$ cat config.mk
export PLATFORM = sky130hd
export DESIGN_NAME = vec_wr_chan_sched
export DESIGN_NICKNAME = d
export VERILOG_FILES = /design/src/rtl/vector_cache_pkg.sv /design/src/rtl/vec_rr_arb5.sv /design/src/rtl/vec_wr_chan_sched.sv
export SDC_FILE = /design/constraint.sdc
export NUM_CORES = 1
export LEC_CHECK = 0
export CAP_MARGIN = 20
export CORE_MARGIN = 5
export CORE_UTILIZATION = 40
export CTS_BUF_LIST = sky130_fd_sc_hd__clkbuf_8
export CTS_CLUSTER_SIZE = 25
export DETAILED_ROUTE_END_ITERATION = 8
export MAX_ROUTING_LAYER = met4
export PLACE_DENSITY_LB_ADDON = 0.2
export SETUP_SLACK_MARGIN = 0.1
export SLEW_MARGIN = 5
export SYNTH_ARGS = -nofsm -noshare
export SYNTH_HDL_FRONTEND = slang
export SYNTH_HIERARCHICAL = 1
export SYNTH_SLANG_ARGS = --single-unit
$ cat constraint.sdc
create_clock -name clk -period 4.41 [get_ports clk]
set_clock_uncertainty 0.05 [all_clocks]
set_input_delay 1.1025 -clock clk [delete_from_list [all_inputs] [get_ports clk]]
set_output_delay 1.1025 -clock clk [all_outputs]
set_load 0.03 [all_outputs]
$ cat src/rtl/vector_cache_pkg.sv
// vector_cache_pkg: source indices, per-source write-command timing and the
// request payload shared by the vector cache write path.
package vector_cache_pkg;
   localparam int NUM_SRC = 5;
   localparam int SRC_WEST = 0;
   localparam int SRC_EAST = 1;
   localparam int SRC_SOUTH = 2;
   localparam int SRC_NORTH = 3;
   localparam int SRC_LF = 4;
   localparam int WR_CMD_DELAY_WEST = 2;
   localparam int WR_CMD_DELAY_EAST = 3;
   localparam int WR_CMD_DELAY_SOUTH = 6;
   localparam int WR_CMD_DELAY_NORTH = 4;
   localparam int WR_CMD_DELAY_LF = 8;
   localparam int DS_N = 4;
   localparam int MAX_SPAN = WR_CMD_DELAY_LF + DS_N;

   typedef struct packed {
      logic [3:0] dest_ram_id;
      logic [11:0] addr;
      logic [31:0] data;
   } arb_out_req_t;

   function automatic int src_delay(input int s);
      return s == SRC_WEST ? WR_CMD_DELAY_WEST :
             s == SRC_EAST ? WR_CMD_DELAY_EAST :
             s == SRC_SOUTH ? WR_CMD_DELAY_SOUTH :
             s == SRC_NORTH ? WR_CMD_DELAY_NORTH : WR_CMD_DELAY_LF;
   endfunction

   function automatic int src_len(input int s);
      return s == SRC_LF ? DS_N : 1;
   endfunction
endpackage

$ cat src/rtl/vec_rr_arb5.sv
// vec_rr_arb5: 5-way round-robin arbiter; priority starts at ptr and wraps 4->0.
module vec_rr_arb5 (
   input logic [4:0] req,
   input logic [2:0] ptr,
   output logic [4:0] gnt
);
   logic found;

   always_comb begin
      gnt = '0;
      found = 1'b0;
      for (int i = 0; i < 10; i++) begin
         if (i >= int'(ptr) && !found && req[i % 5]) begin
            gnt[i % 5] = 1'b1;
            found = 1'b1;
         end
      end
   end
endmodule

$ cat src/rtl/vec_wr_chan_sched.sv
// vec_wr_chan_sched: grants one write source per cycle onto an SRAM channel,
// tracking future channel use in a per-channel shifting reservation window.
module vec_wr_chan_sched
   import vector_cache_pkg::*;
#(
   parameter int CHANNEL = 8,
   parameter int RESV_WIN = 16
) (
   input logic clk,
   input logic rst,
   input logic [NUM_SRC-1:0] req_vld,
   input arb_out_req_t req_pld [NUM_SRC],
   output logic [NUM_SRC-1:0] req_rdy,
   output logic out_vld,
   output arb_out_req_t out_pld,
   output logic [2:0] out_src,
   output logic [CHANNEL-1:0] ch_occ
);
   logic [RESV_WIN-1:0] resv [CHANNEL];
   logic [RESV_WIN-1:0] gmask [CHANNEL];
   logic [RESV_WIN-1:0] mask [NUM_SRC];
   logic [2:0] ch [NUM_SRC];
   logic [NUM_SRC-1:0] elig, gnt;
   logic [2:0] rr_ptr, gidx;

   function automatic logic [RESV_WIN-1:0] win_mask(input int d, input int l);
      win_mask = '0;
      for (int k = d; k < d + l; k++) win_mask[k] = 1'b1;
   endfunction

   if (RESV_WIN < MAX_SPAN) begin : g_win_chk
      $error("RESV_WIN too small for the longest source window");
   end
   if (CHANNEL < 1 || CHANNEL > 8) begin : g_ch_chk
      $error("CHANNEL must be 1..8 to match the 3-bit channel select");
   end

   for (genvar s = 0; s < NUM_SRC; s++) begin : g_src
      assign ch[s] = req_pld[s].dest_ram_id[2:0];
      assign mask[s] = win_mask(src_delay(s), src_len(s));
      assign elig[s] = req_vld[s] && int'(ch[s]) < CHANNEL && (resv[ch[s]] & mask[s]) == '0;
   end

   vec_rr_arb5 u_arb (
      .req(elig & {NUM_SRC{~rst}}),
      .ptr(rr_ptr),
      .gnt(gnt)
   );

   assign req_rdy = gnt;

   always_comb begin
      gidx = '0;
      for (int s = 0; s < NUM_SRC; s++) if (gnt[s]) gidx = 3'(s);
   end

   // Only the single granted source can contribute a window to its channel.
   always_comb begin
      for (int c = 0; c < CHANNEL; c++) begin
         gmask[c] = '0;
         for (int s = 0; s < NUM_SRC; s++)
            gmask[c] = gnt[s] && ch[s] == 3'(c) ? gmask[c] | mask[s] : gmask[c];
         ch_occ[c] = resv[c][0] & ~rst;
      end
   end

   always_ff @(posedge clk) begin
      if (rst) begin
         for (int c = 0; c < CHANNEL; c++) resv[c] <= '0;
         rr_ptr <= '0;
         out_vld <= 1'b0;
         out_src <= '0;
         out_pld <= '0;
      end else begin
         for (int c = 0; c < CHANNEL; c++) resv[c] <= (resv[c] | gmask[c]) >> 1;
         rr_ptr <= |gnt ? (gidx == 3'd4 ? 3'd0 : gidx + 3'd1) : rr_ptr;
         out_vld <= |gnt;
         if (|gnt) begin
            out_src <= gidx;
            out_pld <= req_pld[gidx];
         end
      end
   end
endmodule
==> results.sh, run 1 <==
export IMPL_status="completed"
export IMPL_yosys_area_top_type="dfxtp_1"
export IMPL_drcViolationCount=0
export IMPL_max_freq_mhz=235
export IMPL_start_util=0.403
export IMPL_wirelength_um=27900
export IMPL_syn_nets=1179
export IMPL_tightest_slew_ns=0.985
export IMPL_fp_dieH_um=147
export IMPL_power_density_mw_per_mm2=341
export IMPL_cp_arrival_ns=3.11
export IMPL_reg2reg_depth=15
export IMPL_ys_seq_area_frac=0.384
export IMPL_die_area_sq_mm=0.0215
export IMPL_vias=8316
export IMPL_vias_per_cell=5.53
export IMPL_gr_total_overflow=0
export IMPL_postLayoutCellArea_sq_mm=0.0118
export IMPL_synth_async_reset_ratio=0
export IMPL_nets=1502
export IMPL_dp_hpwl_um=21000
export IMPL_clock_tree_buffer_depth=2
export IMPL_synth_edf_count=0
export IMPL_syn_inst=931
export IMPL_areaGrowthSynthToFinish_pct=57.8
export IMPL_tritoncts="yes"
export IMPL_drt_iter0_drc=447
export IMPL_grt_pass1_wl_um=42400
export IMPL_fin_crit_ns=4.26
export IMPL_clk_pin_slew_worst_paths_ns=0.09
export IMPL_worstPathRequired_ns=3.26
export IMPL_finalSetupViolations=0
export IMPL_fin_crit_sh=0.966
export IMPL_crit_fanout=5
export IMPL_htreeDepth=4
export IMPL_ys_warn_count=6
export IMPL_drv_slew=0
export IMPL_synth_avg_cell_area_sq_um=8.01
export IMPL_syn_cell_area_sq_mm=0.00745
export IMPL_ant_nets=0
export IMPL_hold_buffers=0
export IMPL_fp_row_count=50
export IMPL_synth_flop_cell="dfxtp_1"
export IMPL_worstHoldPathType="flip-flop to flip-flop"
export IMPL_design_core_area_sq_mm=0.0185
export IMPL_cts_sinks=143
export IMPL_crit_type="input port to primary output"
export IMPL_reg2reg_slack_ns=1.04
export IMPL_min_to="resv[4][6]$_SDFF_PP0_"
export IMPL_power_leakage_nw=4.42
export IMPL_port_buffers=311
export IMPL_nFillCells=1656
export IMPL_regToRegEndpoint="out_pld[13]$_SDFFE_PP0P_"
export IMPL_drive_gt1_frac=0.125
export IMPL_pin_count=312
export IMPL_antenna_found_initial=1
export IMPL_die_w_um=147
export IMPL_reg2reg_from="resv[6][3]$_SDFF_PP0_"
export IMPL_yosys_top_cells_area="dfxtp_1 (38%), o21ai_0 (6.9%), a21oi_1 (6.4%)"
export IMPL_total_power_mw=4.01
export IMPL_max_slew_margin=0.343
export IMPL_holdPathStages=1
export IMPL_hold_viol=0
export IMPL_numCtsBuffers=17
export IMPL_routabilityCongestion=0.914
export IMPL_wire_per_inst_um=18.5
export IMPL_dpl_cell_area_sq_mm=0.0112
export IMPL_fin_setup_tns_ns=0
export IMPL_end_kind="primary output"
export IMPL_worstHoldStart="resv[4][7]$_SDFF_PP0_"
export IMPL_grt_total_usage=0.254
export IMPL_synth_cell_types=49
export IMPL_worstSkewPairLatency_ns=0.45
export IMPL_netlist_area_leader_share=0.384
export IMPL_grt_max_degree=91
export IMPL_fin_util=0.635
export IMPL_irDropWorstVdd_mv=0.184
export IMPL_critPathLaunchType="input port"
export IMPL_drv_cap=0
export IMPL_rsz0062_at_grt="true"
export IMPL_grt_pass1_vias=7949
export IMPL_synth_seq_cells=143
export IMPL_clockRootBuffer="clkbuf_8"
export IMPL_firstDrtPassIters=5
[metrics by stage]
| stage | hold slack [ns] | std cells | worst slack [ns] |
|---|---|---|---|
| 2_1_floorplan | 0.364 | 931 | 0.0933 |
| 3_3_place_gp | 0.364 | 1463 | -0.595 |
| 3_5_place_dp | 0.374 | 1463 | -0.603 |
| 4_1_cts | 0.392 | 1497 | 0.119 |
| 5_1_grt | 0.409 | 1502 | 0.0848 |
| 6_report | 0.389 | 1503 | 0.149 |
[flip-flops by register name, summed over array words and instances, names as in the netlist]
| signal | flops |
|---|---|
| out_pld | 48 |
| out_src | 3 |
| out_vld | 1 |
| resv | 88 |
| rr_ptr | 3 |
[report_power, final]
group	total, mW	switching, mW	internal [mW]
clock	1.15	0.570	0.582
sequential	1.46	0.0754	1.38
combinational	1.40	0.718	0.682
total	4.01	1.36	2.64
[cell type report]
cell class                      count  area [sq um]  area share
Timing Repair Buffer              396          3850       0.327
Clock buffer                       17           234      0.0199
Sequential cell                   143          2860       0.243
Antenna cell                        2          5.00    0.000425
Clock inverter                     15           198      0.0168
Inverter                           37           139      0.0118
Tap cell                          234           293      0.0249
Multi-Input combinational cell    659          4190       0.356
[worst max-delay path by stage]
stage | start | end | slack [ns]
global route | req_pld[142] | req_rdy[2] | 0.08
global placement | req_pld[140] | req_rdy[4] | -0.60
finish | req_pld[188] | req_rdy[2] | 0.15
detailed placement | req_pld[140] | req_rdy[4] | -0.60
floorplan | req_pld[189] | rr_ptr[1]$_SDFFE_PP0P_ | 0.09
CTS | req_pld[92] | req_rdy[2] | 0.12
[kinds of logic after synthesis]
family / share of synthesized area
compound gates: 0.322
simple gates: 0.180
flops: 0.384
buf+inv: 0.0727
mux: 0.0394
fa+ha+maj: 0.00168
[layer usage]
metal,global-route usage,wire length [um],part of all wire
met5,-,0,0
met4,0.0936,920,0.033
met3,0.0608,2270,0.081
met2,0.402,13100,0.47
met1,0.316,11500,0.41
[synthesized netlist by cell type, drive strengths merged (16+ instances only)]
cell type  instances
nor2              61
o21ai            109
buf               29
nand2             59
a31oi             16
and3              48
a211oi            37
dfxtp            143
inv               37
a21oi             95
a221oi            50
nor2b             56
clkbuf            63
a21boi            44
[placed cells by master (no fill, tap or decap), types with 4 or more instances in the layout]
cell             synthesis  routed
a211oi_1                37      37
a21boi_0                43      42
a21oi_1                 95      95
a221oi_1                50      50
a22oi_1                  4       4
a311oi_1                 6       6
a31oi_1                 16      16
and3_1                  47      45
buf_12                   0       9
buf_4                    1      80
clkbuf_8                 0      17
clkdlybuf4s50_1          0     295
dfxtp_1                143     143
dlygate4sd2_1            0       5
inv_1                   36      36
inv_6                    0       6
mux2i_1                  8       6
mux4_2                   9       9
nand2_1                 59      59
nand2b_1                 5       4
nand3_1                  5       5
nor2_1                  61      57
nor2_4                   0       4
nor2b_1                 55      53
nor3_1                  12      11
o211ai_1                 5       5
o21ai_0                103     102
o21ai_1                  6       7
[what timing repair did]
item / in CTS / in global routing
setup endpoints to repair: 44 / 4
gates resized for setup: 28 / 15
gates cloned: 0 / 0
buffers inserted: 2 / 4
pin swaps: 6 / 4
[worst max-delay path, cell delays in order]
cell	delay, ns
buf_4	0.11
mux4_2	0.48
mux2i_1	0.16
and3_1	0.21
buf_6	0.12
nor2_1	0.05
buf_4	0.14
nor2_4	0.08
o21bai_1	0.09
and3_1	0.20
o21a_4	0.22
buf_6	0.14
Power figures use the tool's default switching activity.
==> run 2: changes to the inputs <==
--- a/config.mk
+++ b/config.mk
@@ -13,7 +13,6 @@
 export DETAILED_ROUTE_END_ITERATION = 8
 export MAX_ROUTING_LAYER = met4
 export PLACE_DENSITY_LB_ADDON = 0.2
-export SETUP_SLACK_MARGIN = 0.1
 export SLEW_MARGIN = 5
 export SYNTH_ARGS = -nofsm -noshare
 export SYNTH_HDL_FRONTEND = slang
==> run 2 against run 1 <==
  * Cell area down 0.15%
  * Count of clock-buffer cells in the layout rose by 1
  * Global-route usage is 0.85 points higher
  * Register-to-register slack got worse by 0.03 ns
  * Flip-flop and latch count is the same
  * Largest cell class unchanged
  * Via count is 0.47% higher
  * First-iteration DRC count increased by 16%
  * Sequential power about the same
  * Largest power group unchanged
  * Combinational power is essentially flat
  * Clock power is 14% lower
  * Maximum frequency fell by 0.31%
  * Highest routed layer unchanged
==> results.sh, run 2 (synthesized netlist as in run 1, its figures left out) <==
export IMPL_ant_nets=0
export IMPL_gr_total_overflow=0
export IMPL_die_w_um=147
export IMPL_place_ws_ns=-0.419
export IMPL_fin_crit_sh=0.969
export IMPL_top_register="resv"
export IMPL_hold_buffers=0
export IMPL_switching_share=0.353
export IMPL_drcViolationCount=0
export IMPL_final_cell_mix="clkdlybuf4s50_1 (297), dfxtp_1 (143), o21ai_0 (103)"
export IMPL_grt_total_usage=0.262
export IMPL_pin_count=312
export IMPL_die_area_sq_mm=0.0215
export IMPL_drt_iter0_drc=520
export IMPL_final_cells=1510
export IMPL_crit_buf_inv=2
export IMPL_cts_sinks=143
export IMPL_slowest_stage="mux4_2"
export IMPL_finalSetupViolations=0
export IMPL_worstPathRequired_ns=3.26
export IMPL_max_slew_margin=0.439
export IMPL_fin_crit_ns=4.27
export IMPL_fp_dieH_um=147
export IMPL_largest_reg_flops=88
export IMPL_cp_arrival_ns=3.12
export IMPL_tritoncts="yes"
export IMPL_worstHoldPathType="flip-flop to flip-flop"
export IMPL_worstPathCellList="buf_2 > mux4_2 > mux2i_1 > and3_4 > and2b_1 > o21ai_1 > and3_4 > and3_1 > o21a_4 > buf_4"
export IMPL_end_kind="primary output"
export IMPL_power_density_mw_per_mm2=329
export IMPL_areaGrowthSynthToFinish_pct=57.6
export IMPL_rsz0062_at_grt="false"
export IMPL_htreeDepth=4
export IMPL_power_frac_seq=0.376
export IMPL_final_common_cell="clkdlybuf4s50_1"
export IMPL_pwr_share_clk=0.255
export IMPL_reg2reg_depth=14
export IMPL_worstSkewPairLatency_ns=0.44
export IMPL_grt_max_degree=86
export IMPL_vias_per_cell=5.53
export IMPL_clk_pin_slew_worst_paths_ns=0.09
export IMPL_holdPathStages=1
export IMPL_drive_gt1_frac=0.125
export IMPL_numCtsBuffers=17
export IMPL_dpl_cell_area_sq_mm=0.0113
export IMPL_cpMostUsedCell="and3_4"
export IMPL_nFillCells=1595
export IMPL_drv_slew=0
export IMPL_firstDrtPassIters=5
export IMPL_clock_tree_buffer_depth=2
export IMPL_clockRootBuffer="clkbuf_8"
export IMPL_wire_per_inst_um=18.8
export IMPL_top_regs="resv: 88 flops, out_pld: 48 flops"
export IMPL_dp_hpwl_um=21400
export IMPL_wirelength_um=28400
export IMPL_vias=8355
export IMPL_power_leakage_nw=4.42
export IMPL_worst_path_stages=10
export IMPL_p_int_mw=2.50
export IMPL_antenna_found_initial=5
export IMPL_p_comb_frac=0.369
export IMPL_crit_fanout=6
export IMPL_fp_row_count=50
export IMPL_status="completed"
export IMPL_routabilityCongestion=0.994
export IMPL_postLayoutCellArea_sq_mm=0.0117
export IMPL_nets=1506
export IMPL_grt_pass1_vias=8036
export IMPL_critical_path_top_delay_family="simple AND/OR/NAND/NOR gates"
export IMPL_fin_ws_ns=0.136
export IMPL_critPathLaunchType="input port"
export IMPL_crit_type="input port to primary output"
export IMPL_max_freq_mhz=234
export IMPL_port_buffers=311
export IMPL_max_stage_delay_ns=0.51
export IMPL_irDropWorstVdd_mv=0.175
export IMPL_tightest_slew_ns=0.842
export IMPL_design_core_area_sq_mm=0.0185
export IMPL_grt_pass1_wl_um=43800
export IMPL_hold_viol=0
export IMPL_switching_power_mw=1.37
export IMPL_start_util=0.403
export IMPL_drv_cap=0
export IMPL_placed_cells=1471
[run 2: cell count changes in the layout (fill, tap and decap cells not counted), sizes merged]
cell | previous run | this run
diode | 2 | 5
dlygate4sd2 | 5 | 4
clkbuf | 17 | 20
bufinv | 3 | 0
clkinv | 2 | 3
clkdlybuf4s15 | 2 | 0
inv | 46 | 45
buf | 93 | 96
clkdlybuf4s50 | 295 | 297
clkinvlp | 1 | 3
[run 2: through the flow]
step	hold WS (ns)	util	setup TNS, ns	power (mW)
floorplan	0.364	-	0	2.21
global placement	0.367	0.611	-10.47	2.88
detailed placement	0.370	0.611	-17.00	2.90
CTS	0.389	0.633	0	3.89
global route	0.403	0.634	0	4.07
finish	0.386	0.634	0	3.87
[run 2: what timing repair did]
item / in CTS / in global routing
pin swaps: 2 / 1
gates resized for setup: 18 / 10
setup endpoints to repair: 5 / 3
buffers inserted: 2 / 0
gates cloned: 0 / 0
[run 2: power by group through the flow]
| stage | sequential, mW | combinational [mW] | clock (mW) |
|---|---|---|---|
| 6_report | 1.45 | 1.43 | 0.986 |
| 4_1_cts | 1.45 | 1.43 | 1.01 |
| 3_3_place_gp | 1.48 | 1.40 | 0 |
| 3_5_place_dp | 1.48 | 1.41 | 0 |
| 5_1_grt | 1.47 | 1.54 | 1.07 |
| 2_1_floorplan | 1.61 | 0.595 | 0 |
[run 2: path summary, 6_finish.rpt]
kind	from	to	slack (ns)
hold reg to reg	resv[5][5]$_SDFF_PP0_	resv[5][4]$_SDFF_PP0_	0.39
hold / removal	resv[5][5]$_SDFF_PP0_	resv[5][4]$_SDFF_PP0_	0.39
setup reg to reg	resv[3][8]$_SDFF_PP0_	out_pld[6]$_SDFFE_PP0P_	1.01
setup / recovery	req_pld[236]	req_rdy[2]	0.14
[run 2: routing by layer]
metal / up-vias / share of wire / track usage
met5: - / 0 / -
met4: 0 / 0.041 / 0.135
met3: 71 / 0.072 / 0.0649
met2: 353 / 0.48 / 0.415
met1: 3870 / 0.41 / 0.310
li1: 4061 / - / -
[run 2: final cells by class]
cell class,count,area (sq um),share of cell area
antenna,5,12.5,0.00107
multi-input combinational,659,4160,0.354
sequential,143,2860,0.244
clock inverter,14,120,0.0102
timing repair buffer,400,3920,0.333
inverter,37,139,0.0118
clock buffer,18,248,0.0211
tap,234,293,0.0249
==> edit 1 (flow settings as in run 1) <==
Make the reset (`rst`) asynchronous in one clocked block.
--- a/src/rtl/vec_wr_chan_sched.sv
+++ b/src/rtl/vec_wr_chan_sched.sv
@@ -65,5 +65,5 @@
    end
 
-   always_ff @(posedge clk) begin
+   always_ff @(posedge clk or posedge rst) begin
       if (rst) begin
          for (int c = 0; c < CHANNEL; c++) resv[c] <= '0;
Check against the original RTL: differs if rst is asserted again (counterexample within 4 cycles, from zero or initial values and one cycle with rst high); with rst held inactive, the same outputs for 4 cycles.
==> edit 1 against run 1 <==
Sequential cell count unchanged. Cell area fell by 0.42%. Synthesized cell count decreased by 21%. Sequential share of layout area grew 6.2 points. First-iteration DRC count fell by 28%. Worst setup slack better by 0.066 ns. Wire length down 12%. Area after synthesis rose by 1.5%. Core utilization decreased by 0.69 points.
Power is not compared: it rests on default switching activity, and its combinational part moved more than twofold at a synthesized area within 25%.
==> edit 1: results (changes against run 1) <==
status completed; Total GRT Usage 0.225 (-0.0294); dpl ws -0.336 ns (+0.267 ns); multi-input gate share of total cell area 0.299 (-0.0566); wire length on met3 1610 microns (-29%); largest net degree at the start of global routing 61 (-33%); RD Place Congestion 0.922 (+0.83%); VDD IR max 0.250 mV; clk_lat worst skew 0.45 ns (about the same); Seq. cell area 3580 sq um (+25%); met2 WL 12200 microns (-7.4%); async set-reset flop share out of synthesis 1.00 (+1.00); reg2reg path depth 14 (-1); Multi-input comb cells 466 (-29%); GR Util met1 0.275 (-0.0413); Synth cell types 52 (+6.1%); Mapped Avg Cell Area 10.3 sq um (+29%); Initial DRC Count 322 (-28%); Overall Power 5.87 mW; synth cell count leaders dfrtp_1, a21oi_1, inv_1; GRT met3 Usage 0.0610 (+0.000174); Hold Path Sink resv[52]$_DFF_PP0_; initial antenna violation count 0 (-1); Hold Path Depth 0 (-1); Non-clk bufs 381 (-3.8%); Via Count 6816 (-18%); Worst Setup SP req_pld[93]; Fin Hold WS 0.300 ns (-0.0893 ns); Slew @ Worst Pin 0.597 ns (-0.387 ns); placed cell area 11300 sq um (+0.69%); syn nets 981 (-17%); GR Util met2 0.369 (-0.0331); final wirelength 24400 microns (-12%); Nets 1321 (-12%); Tmin final 4.20 ns (-0.0657 ns); fin cells 1319 (-12%); register fraction of the total cell area 0.305 (+0.0621); final antenna diode count 0 (-2); reg-to-reg endpoint out_pld[33]$_DFFE_PP0P_; Seq/Total Area, Yosys 0.473 (+0.0890); layout cells sized above 1 0.196 (+0.0716); vias in the first global route 6865 (-14%); FF+latch count, synth 143 (unchanged); DRT met1 WL 10200 microns (-12%); fill count 1608 (-2.9%); first-pass GRT wire length 37400 microns (-12%); crit-path max FO 4 (-1); Signal inverters 65 (+76%); Hold Path Origin resv[53]$_DFF_PP0_; Crit path arrival time 3.04 ns (-0.07 ns)
==> edit 1: cell types whose count changed after synthesis, moves of 44 or more <==
cell             run 1  this run
a22o_1               0        48
and3_1              47         3
mux2_2               1        45
dfrtp_1              0       143
dfxtp_1            143         0
nand2_1             59        13
o21ai_0            103        51
a221oi_1            50         0
==> edit 1: timing repair <==
item,CTS,global route
buffers inserted,1,2
resized for setup,19,16
setup endpoints to repair,5,5
pin swaps,2,6
==> edit 1: kinds of logic (layout without fill, tap and decap cells) <==
logic type,after synthesis,after routing,synth area share
flops,143,143,0.473
simple gates,115,115,0.0858
compound gates,250,250,0.212
mux,101,101,0.154
buf+inv,125,476,0.0748
==> edit 1: critical path, stage by stage <==
cell	delay, ns
clkdlybuf4s50_1	0.56
mux4_2	0.33
mux2i_1	0.13
and3_1	0.24
o21bai_1	0.11
and3_1	0.18
o21a_2	0.21
buf_4	0.17
==> edit 2 (flow settings as in run 1) <==
Without the edit above. Set the parameter `CHANNEL` to 4 (it was 8).
--- a/src/rtl/vec_wr_chan_sched.sv
+++ b/src/rtl/vec_wr_chan_sched.sv
@@ -4,5 +4,5 @@
    import vector_cache_pkg::*;
 #(
-   parameter int CHANNEL = 8,
+   parameter int CHANNEL = 4,
    parameter int RESV_WIN = 16
 ) (
Interface: changed (resized ch_occ); port bits go from 312 to 308. No check against the original RTL was run, so the function may have changed too.
==> edit 2 against run 1 <==
Power decreased by 37%. Worst setup slack improved by 0.064 ns. Cell area decreased by 19%. Area after synthesis decreased by 26%. Non-clock buffer count decreased by 17. Register-to-register slack got worse by 0.16 ns. Sequential cell count decreased by 44. Combinational power decreased by 34%. Critical path depth decreased by 1. Synthesized cell count decreased by 25%. Wire length decreased by 16%. Global-route usage increased by 2.5 points. Via count decreased by 21%. Critical path type unchanged. Highest routed layer unchanged.
==> edit 2: results (changes against run 1) <==
CP peak stage delay 0.43 ns (-0.05 ns); Clk pin slew, worst setup/hold paths 0.11 ns (+0.02 ns); f_max 238 MHz (+1.5%); Clock Power Share 0.236 (-0.051); post-cts repair resize count 27 (-3.6%); layout cells sized above 1 0.123 (-0.00176); Multi-input comb cells 471 (-29%); Die Area 16300 sq um (-24%); Synth cell types 50 (+2.0%); number of H-tree levels 3 (-1); VDD IR max 0.309 mV (+68%); Via Count 6584 (-21%); dpl ws -0.571 ns (+0.0320 ns); final wirelength 23500 microns (-16%); R2R setup slack 0.88 ns (-0.16 ns); Non-clk bufs 379 (-4.3%); first-pass GRT wire length 34900 microns (-18%); Top Registers out_pld (48), resv (44); leakage 3.86 nW (-13%); clk_lat worst skew 0.38 ns (-0.07 ns); Signal inverters 68 (+84%); clock-cell share of area 0.0215 (-0.0152); RD Place Congestion 0.887 (-3.0%); syn nets 949 (-20%); status completed; dpl cells 1193 (-18%); Seq/Total Area, Yosys 0.359 (-0.0255); total clock buffers created by CTS 9 (-8); relative slew slack 0.569 (+0.226); FF+latch count, synth 99 (-31%); Nets 1275 (-15%); register fraction of the total cell area 0.209 (-0.0347); delay-heaviest family, CP buffers and inverters; initial antenna violation count 0 (-1); reg-to-reg endpoint out_pld[26]$_SDFFE_PP0P_; via/cell ratio 5.43 (-1.9%); synth top area cells dfxtp_1, nor2b_1, a221oi_1, a211o_1, o21ai_0; Worst Setup SP req_pld[238]; Total GRT Usage 0.279 (+0.0253); Crit path arrival time 3.04 ns (-0.07 ns)
[edit 2: cell types whose count changed in the layout (fill, tap and decap cells not counted), moves of 35 or more]
cell	run 1	this run
a22oi_1	4	41
a21boi_0	42	0
o21ai_0	102	67
dfxtp_1	143	99
a211o_1	0	39
and3_1	45	1
nand2_1	59	19
[edit 2: metal layers]
| layer | vias up | part of all wire | GRT usage |
|---|---|---|---|
| met5 | - | 0 | - |
| met4 | 0 | 0.021 | 0.0776 |
| met3 | 37 | 0.079 | 0.0715 |
| met2 | 239 | 0.51 | 0.481 |
| met1 | 3106 | 0.39 | 0.322 |
| li1 | 3202 | - | - |
[edit 2: through the flow]
stage	cell area, sq um	total power [mW]
after CTS	9450	2.53
after global placement	9210	1.92
final	9500	2.51
after floorplan	5560	1.43
after detailed placement	9210	1.93
after global routing	9500	2.64
[edit 2: kinds of logic (layout without fill, tap and decap cells)]
logic type | after synthesis | in the layout | share of synthesized area
AO/OA/AOI/OAI | 293 | 293 | 0.356
flip-flops | 99 | 99 | 0.359
AND/OR/NAND/NOR | 164 | 165 | 0.161
buffers and inverters | 133 | 463 | 0.0953
multiplexers | 13 | 13 | 0.0299
[edit 2: worst min-delay path by stage]
stage	end	from
floorplan	resv[0][0]$_SDFF_PP0_	resv[0][1]$_SDFF_PP0_
global placement	resv[0][4]$_SDFF_PP0_	resv[0][5]$_SDFF_PP0_
detailed placement	resv[3][6]$_SDFF_PP0_	resv[3][7]$_SDFF_PP0_
CTS	resv[0][4]$_SDFF_PP0_	resv[0][5]$_SDFF_PP0_
global route	resv[2][0]$_SDFF_PP0_	resv[2][1]$_SDFF_PP0_
finish	resv[3][6]$_SDFF_PP0_	resv[3][7]$_SDFF_PP0_
